===== config.mk =====
export PLATFORM = sky130hd
export DESIGN_NAME = xdisp_scan
export DESIGN_NICKNAME = d
export VERILOG_FILES = /design/src/rtl/xdisp_scan.sv
export SDC_FILE = /design/constraint.sdc
export NUM_CORES = 1
export LEC_CHECK = 0
export ABC_CLOCK_PERIOD_IN_PS = 2200
export BUFFER_PORTS_ARGS = -buffer_cell sky130_fd_sc_hd__buf_2
export CAP_MARGIN = 10
export CORE_UTILIZATION = 50
export CTS_CLUSTER_DIAMETER = 150
export DETAILED_ROUTE_END_ITERATION = 12
export PLACE_DENSITY = 0.74
export SLEW_MARGIN = 10
export SYNTH_ARGS = -nofsm -noshare
export SYNTH_HDL_FRONTEND = slang
export SYNTH_SLANG_ARGS = --single-unit

===== constraint.sdc =====
create_clock -name clk -period 2.2 [get_ports clk]
set_input_delay 0.33 -clock clk [delete_from_list [all_inputs] [get_ports clk]]
set_output_delay 0.33 -clock clk [all_outputs]
set_load 0.05 [all_outputs]

===== src/rtl/xdisp_scan.sv =====
// xdisp_scan: time-multiplexed N-digit hex 7-segment driver
// with guard time, leading-zero blanking and decimal points.
module xdisp_scan #(
  parameter int NDIGITS     = 4,
  parameter int REFRESH_DIV = 50000,
  parameter int GUARD       = 500
) (
  input  logic                   clk,
  input  logic                   rst,
  input  logic                   load,
  input  logic [4*NDIGITS-1:0]   data_in,
  input  logic [NDIGITS-1:0]     dp_in,
  input  logic                   lz_blank,
  input  logic                   en,
  output logic [6:0]             segments,
  output logic                   dp,
  output logic [NDIGITS-1:0]     an
);

  localparam int CW = $clog2(REFRESH_DIV);
  localparam int IW = (NDIGITS > 1) ? $clog2(NDIGITS) : 1;
  localparam logic [CW-1:0] CNT_MAX = CW'(REFRESH_DIV - 1);
  localparam logic [IW-1:0] IDX_MAX = IW'(NDIGITS - 1);
  localparam logic [CW:0]   GUARD_W = (CW+1)'(GUARD);

  logic [4*NDIGITS-1:0] shadow_data;
  logic [NDIGITS-1:0]   shadow_dp;
  logic [CW-1:0]        cnt;
  logic [IW-1:0]        idx;

  logic [3:0]           nib;
  logic [6:0]           hex;
  logic [NDIGITS-1:0]   zero_from;
  logic                 in_guard;
  logic                 blank;
  logic                 lit;
  logic [6:0]           seg_nxt;
  logic                 dp_nxt;
  logic [NDIGITS-1:0]   an_nxt;

  // Select the nibble for the digit currently being scanned
  always_comb begin
    nib = shadow_data[4*int'(idx) +: 4];
  end

  // Active-low hex glyph table
  always_comb begin
    hex = 7'h7F;
    case (nib)
      4'h0: hex = 7'h40;
      4'h1: hex = 7'h79;
      4'h2: hex = 7'h24;
      4'h3: hex = 7'h30;
      4'h4: hex = 7'h19;
      4'h5: hex = 7'h12;
      4'h6: hex = 7'h02;
      4'h7: hex = 7'h78;
      4'h8: hex = 7'h00;
      4'h9: hex = 7'h10;
      4'hA: hex = 7'h08;
      4'hB: hex = 7'h03;
      4'hC: hex = 7'h46;
      4'hD: hex = 7'h21;
      4'hE: hex = 7'h06;
      4'hF: hex = 7'h0E;
      default: hex = 7'h7F;
    endcase
  end

  // zero_from[i]: nibbles i..NDIGITS-1 are all zero
  always_comb begin
    logic acc;
    acc       = 1'b1;
    zero_from = '0;
    for (int i = NDIGITS - 1; i >= 0; i--) begin
      acc          = acc & (shadow_data[4*i +: 4] == 4'h0);
      zero_from[i] = acc;
    end
  end

  // Decide what the pins show after the next edge
  always_comb begin
    in_guard = ({1'b0, cnt} + 1'b1) <= GUARD_W;
    blank    = lz_blank && (idx != '0)
             && zero_from[idx] && !shadow_dp[idx];
    lit      = en && !in_guard && !blank;
    seg_nxt  = 7'h7F;
    dp_nxt   = 1'b1;
    an_nxt   = '1;
    if (lit) begin
      seg_nxt = hex;
      dp_nxt  = ~shadow_dp[idx];
      an_nxt  = ~(NDIGITS'(1) << idx);
    end
  end

  // Shadow capture, slot/digit counters and registered pins
  always_ff @(posedge clk) begin
    if (rst) begin
      shadow_data <= '0;
      shadow_dp   <= '0;
      cnt         <= '0;
      idx         <= '0;
      segments    <= 7'h7F;
      dp          <= 1'b1;
      an          <= '1;
    end else begin
      if (load) begin
        shadow_data <= data_in;
        shadow_dp   <= dp_in;
      end
      if (cnt == CNT_MAX) begin
        cnt <= '0;
        idx <= (idx == IDX_MAX) ? '0 : idx + 1'b1;
      end else begin
        cnt <= cnt + 1'b1;
      end
      segments <= seg_nxt;
      dp       <= dp_nxt;
      an       <= an_nxt;
    end
  end

endmodule

* Word level (Yosys, flattened, before mapping)
Memory sizes are Yosys's and may differ from the RTL's. A register that Yosys moved wholly into a read port is not among the register bits. Cells that the tools add are included.
Storage, ports and cells: flip-flop bits (word level) 43, ROM bits 112, memories 1, input bits 25, output and inout bits 12
Operators by class: add/subtract/negate cells 3, bitwise gates (word level) 6, muxes and demuxes 5, equality and inequality tests 2, order comparisons 2, shift operators 2, reduce and logical (&&, ||, !) cells 15
Memory list:
- (name not given) | words 16, width 7, rd ports 1, clocked after Yosys merged registers in 1, wr ports 0, RTL line 49 | case (nib)
Operators by type and width (count):
- adder 16 x 1 -> 17 bit (second input constant) | 1
- <= comparator 17 x 9 -> 1 bit (second input constant) | 1
- adder 16 x 1 -> 16 bit (second input constant) | 1
- == test 16 bit (second input constant) | 1
- zero test 4 bit | 4
- indexed part select 16 x 5 -> 4 bit | 1
- logical AND 1 bit | 5
- binary-select mux 1 bit (select 2 bit) | 2
- NOT 4 bit | 1
- OR reduction 2 bit | 2
- left shift 1 x 2 -> 4 bit (first input constant) | 1
- bitwise AND 1 bit | 3
- zero test 1 bit | 3
- < comparator 2 x 3 -> 1 bit (second input constant) | 1
- adder 2 x 1 -> 2 bit (second input constant) | 1
- == test 2 bit (second input constant) | 1
- 2-to-1 mux 1 bit | 2
- 2-to-1 mux 2 bit | 1
- NOT 1 bit | 2
- nonzero test 2 bit | 1

* Logic depth before layout (Yosys ltp)
depth in word-level cells 12, gate-level depth with buffers 9, mapped depth without buffers 7

* Worst setup path after synthesis
No wires, ideal clock.
path type reg2reg, start register cnt[0], end register segments[4], required time 2121 ps, path buffers 1, path slack -150 ps, clock period less this slack 2350 ps, data arrival time 2271 ps, stages on the path, launching flop included 9, cell sequence dfxtp_1 -> ha_1 -> nand3_4 -> or3_4 -> or4b_1 -> a311oi_2 -> a21oi_2 -> buf_6 -> o221ai_2
Between the ends: word-level cells in the longest chain between the ends 7
Ends and longest elaborated chain:
- from (decl) | RTL line 28 | logic [CW-1:0] cnt;
- from (signal assigned) | RTL line 116 | cnt <= cnt + 1'b1;
- adder 16 x 1 -> 17 bit | RTL line 83 | in_guard = ({1'b0, cnt} + 1'b1) <= GUARD_W;
- <= comparator 17 x 9 -> 1 bit | RTL line 83
- zero test 1 bit | RTL line 86 | lit = en && !in_guard && !blank;
- logical AND 1 bit (2 in series) | RTL line 86
- NOT 1 bit (no line)
- OR reduction 2 bit (no line)
- to (decl) | RTL line 15 | output logic [6:0] segments,
No other way between the ends. A chain may end at the register's enable or synchronous reset.

* Final worst setup path
start register cnt[1], end register segments[3]
The elaborated chain is that of the path after synthesis.

==> flow_metrics.tcl <==
set metrics [dict create \
    rows 25 \
    worstSkewPairLatency_ns 0.31 \
    synthFlopType "dfxtp_1" \
    avgSynthCellArea_um2 9.62 \
    io_buffers 36 \
    die_w_um 73.4 \
    slowest_delay_ns 0.50 \
    root_buffer "clkbuf_8" \
    rsz0062_at_grt "true" \
    switching_share 0.244 \
    worstPathCellList "ha_4 > nand3_4 > or3_4 > or4b_4 > a311oi_4 > a21oi_2 > buf_12 > o211ai_1" \
    fmax_ghz 0.457 \
    via_per_inst 5.31 \
    fin_crit_ns 2.19 \
    syn_nets 302 \
    ys_async_sr_fraction 0 \
    syn_area_mm2 0.00255 \
    vdd_ir_drop_max_mv 0.364 \
    fillers 411 \
    clock_power_share 0.374 \
    drive_above_1_share 0.316 \
    setup.worst_path.start_class "register" \
    diodes 0 \
    place_congestion 0.909 \
    power_switching_uw 442 \
    hold_viol_final 0 \
    synth_edf_count 0 \
    h-tree-depth 2 \
    power.density_mw_per_mm2 584 \
    synth_cell_type_count 50 \
    clockBufferDepth 2 \
    die-area_mm2 0.00539 \
    fin_crit_sh 0.995 \
    status "complete, no violations" \
    grt_start_max_net_pins 26 \
    syn2layout_area_growth_pct 21.4 \
    pwr-share-comb 0.097 \
    ff2ff_setup_slack_ns 0.01 \
    start_util 0.529 \
    skew_ns 0.0103 \
    tightestPinTransition_ns 0.577 \
    vias 2032 \
    p_leak_uw 0.00124 \
    sequentialPowerShare 0.529 \
    arrival_ns 2.43 \
    ioPinCount 37 \
    crit_slowest_cell "or4b_4" \
    drt_wl_total_um 5210 \
    route.detailed.drc 0 \
    yosysSeqAreaShare 0.393 \
    cts_buffers 5 \
    grt_pass1_wl_um 9130 \
    final-setup-viol-count 0 \
    cts.clk_slew.worst_paths_ns 0.10 \
    antenna_found_initial 0 \
    dpl.hpwl_um 3960 \
    relSlewSlack 0.615 \
    fin_util 0.643 \
    cp.required_ns 2.44 \
    final_common_cell "dfxtp_1" \
    wire_per_inst_um 13.6 \
    end_kind "register" \
    grt_pass1_vias 1961 \
    ys_seq_elements 50 \
    worstPathMaxFanout 11 \
    grt_usage 0.222 \
    clkSinkCount 50 \
    final_cell_mix "dfxtp_1 (45), nor2_1 (42), buf_2 (36), mux2i_1 (26), buf_4 (21)" \
    grt_overflow 0 \
    coreArea_mm2 0.00482 \
    critPathKind "register to register" \
    internal_power_uw 1370 \
    min_path_type "input port to register" \
    maxCapViolations 0 \
    drtAntennaViolNets 0 \
    yosysWarnings 0 \
    whs_ns 0.248 \
    fin_total_pwr_uw 1810 \
    cts_hold_buf 0 \
    cts_tree "done" \
    nets 352 \
    die_h_um 73.4 \
    final_max_slew_viol_count 0 \
    drtPass1Iterations 4 \
    dr.first_iter.drc_count 96 \
    synth_cells 265 \
]
## path summary, 6_finish.rpt
check | endpoint | start | cells after the start
setup / recovery | segments[3]$_SDFF_PP1_ | cnt[1]$_SDFF_PP0_ | 8
hold reg to reg | shadow_dp[0]$_SDFFE_PP0P_ | shadow_dp[0]$_SDFFE_PP0P_ | 2
hold / removal | shadow_data[10]$_SDFFE_PP0P_ | data_in[10] | 3
setup reg to reg | segments[3]$_SDFF_PP1_ | cnt[1]$_SDFF_PP0_ | 8
## cell usage after synthesis (2+ instances only)
cell type	instances	area [um2]
o211ai_1	2	15.0
nor4_1	6	37.5
o211ai_2	3	37.5
xnor2_1	8	70.1
nand2_2	6	37.5
dfxtp_1	50	1000
clkbuf_1	9	33.8
xor2_1	6	52.6
mux2i_1	27	270
mux4_2	5	113
nor2b_1	4	25.0
ha_1	12	150
inv_1	10	37.5
a21oi_1	2	10.0
or3_1	3	18.8
o21ai_0	3	15.0
buf_2	6	30.0
nor2_1	42	158
nor3b_1	2	15.0
nand3_1	8	40.0
nand4_1	5	31.3
o21a_1	3	22.5
or4_1	2	15.0
or4b_1	2	20.0
nand2_1	12	45.0
nor3_1	3	15.0
## critical path, delay by kind of cell (launching register included)
kind,cells,cell delay [ns]
and+or+nand+nor,3,0.93
AOI/OAI and AO/OA,3,0.49
DFF,1,0.37
adders and majority gates,1,0.17
buffers and inverters,1,0.16
## flip-flops by register name (all words and copies together), names as in the netlist
register / flops
shadow_dp: 4
idx: 2
shadow_data: 16
dp: 1
an: 4
segments: 7
cnt: 16
## logic make-up (layout without fill, tap and decap cells)
family                   count (synthesis)  in the layout  share of synthesized area
buffers and inverters                   27             78                     0.0471
AO/OA/AOI/OAI                           26             26                     0.0903
AND/OR/NAND/NOR                        103            103                      0.209
XOR/XNOR                                14             14                     0.0481
flip-flops                              50             50                      0.393
multiplexers                            33             33                      0.155
adder cells (fa/ha/maj)                 12             12                     0.0589
## per-stage QoR
step,setup WS [ns],std cells,setup TNS [ns],cell area [um2]
after CTS,0.00188,380,0,3040
final,0.0109,383,0,3100
after global placement,0.0308,372,0,2920
after global routing,-0.0717,383,-0.465,3100
after detailed placement,-0.0612,372,-0.285,2920
after floorplan,0.0369,265,0,2560
## power by group through the flow
stage | clock [uW] | sequential [uW] | combinational, uW
floorplan | 0 | 969 | 116
detailed placement | 0 | 977 | 169
global placement | 0 | 975 | 164
finish | 676 | 958 | 175
global route | 734 | 961 | 194
CTS | 691 | 957 | 171
## per-layer routing
| metal | wire, um | share of wire | vias to the layer above | global-route usage |
|---|---|---|---|---|
| met5 | 0 | 0 | - | 0 |
| met4 | 132 | 0.025 | 0 | 0.0876 |
| met3 | 227 | 0.044 | 14 | 0.0494 |
| met2 | 2310 | 0.44 | 55 | 0.346 |
| met1 | 2540 | 0.49 | 941 | 0.298 |
| li1 | - | - | 1022 | - |
## area by class of cell
class	instances	area, um2	share of cell area
Multi-Input combinational cell	188	1470	0.475
Sequential cell	50	1010	0.325
Timing Repair Buffer	60	380	0.123
Tap cell	67	83.8	0.0271
Clock buffer	5	68.8	0.0222
Clock inverter	3	47.5	0.0154
Inverter	10	37.5	0.0121
## what timing repair did
action                     4_1_cts  5_1_grt
setup endpoints to repair       11       11
gates resized for setup          3        8
setup buffers                    0        3
cloned                           0        0
pin swaps                        0        4
(Power assumes the default switching activity.)
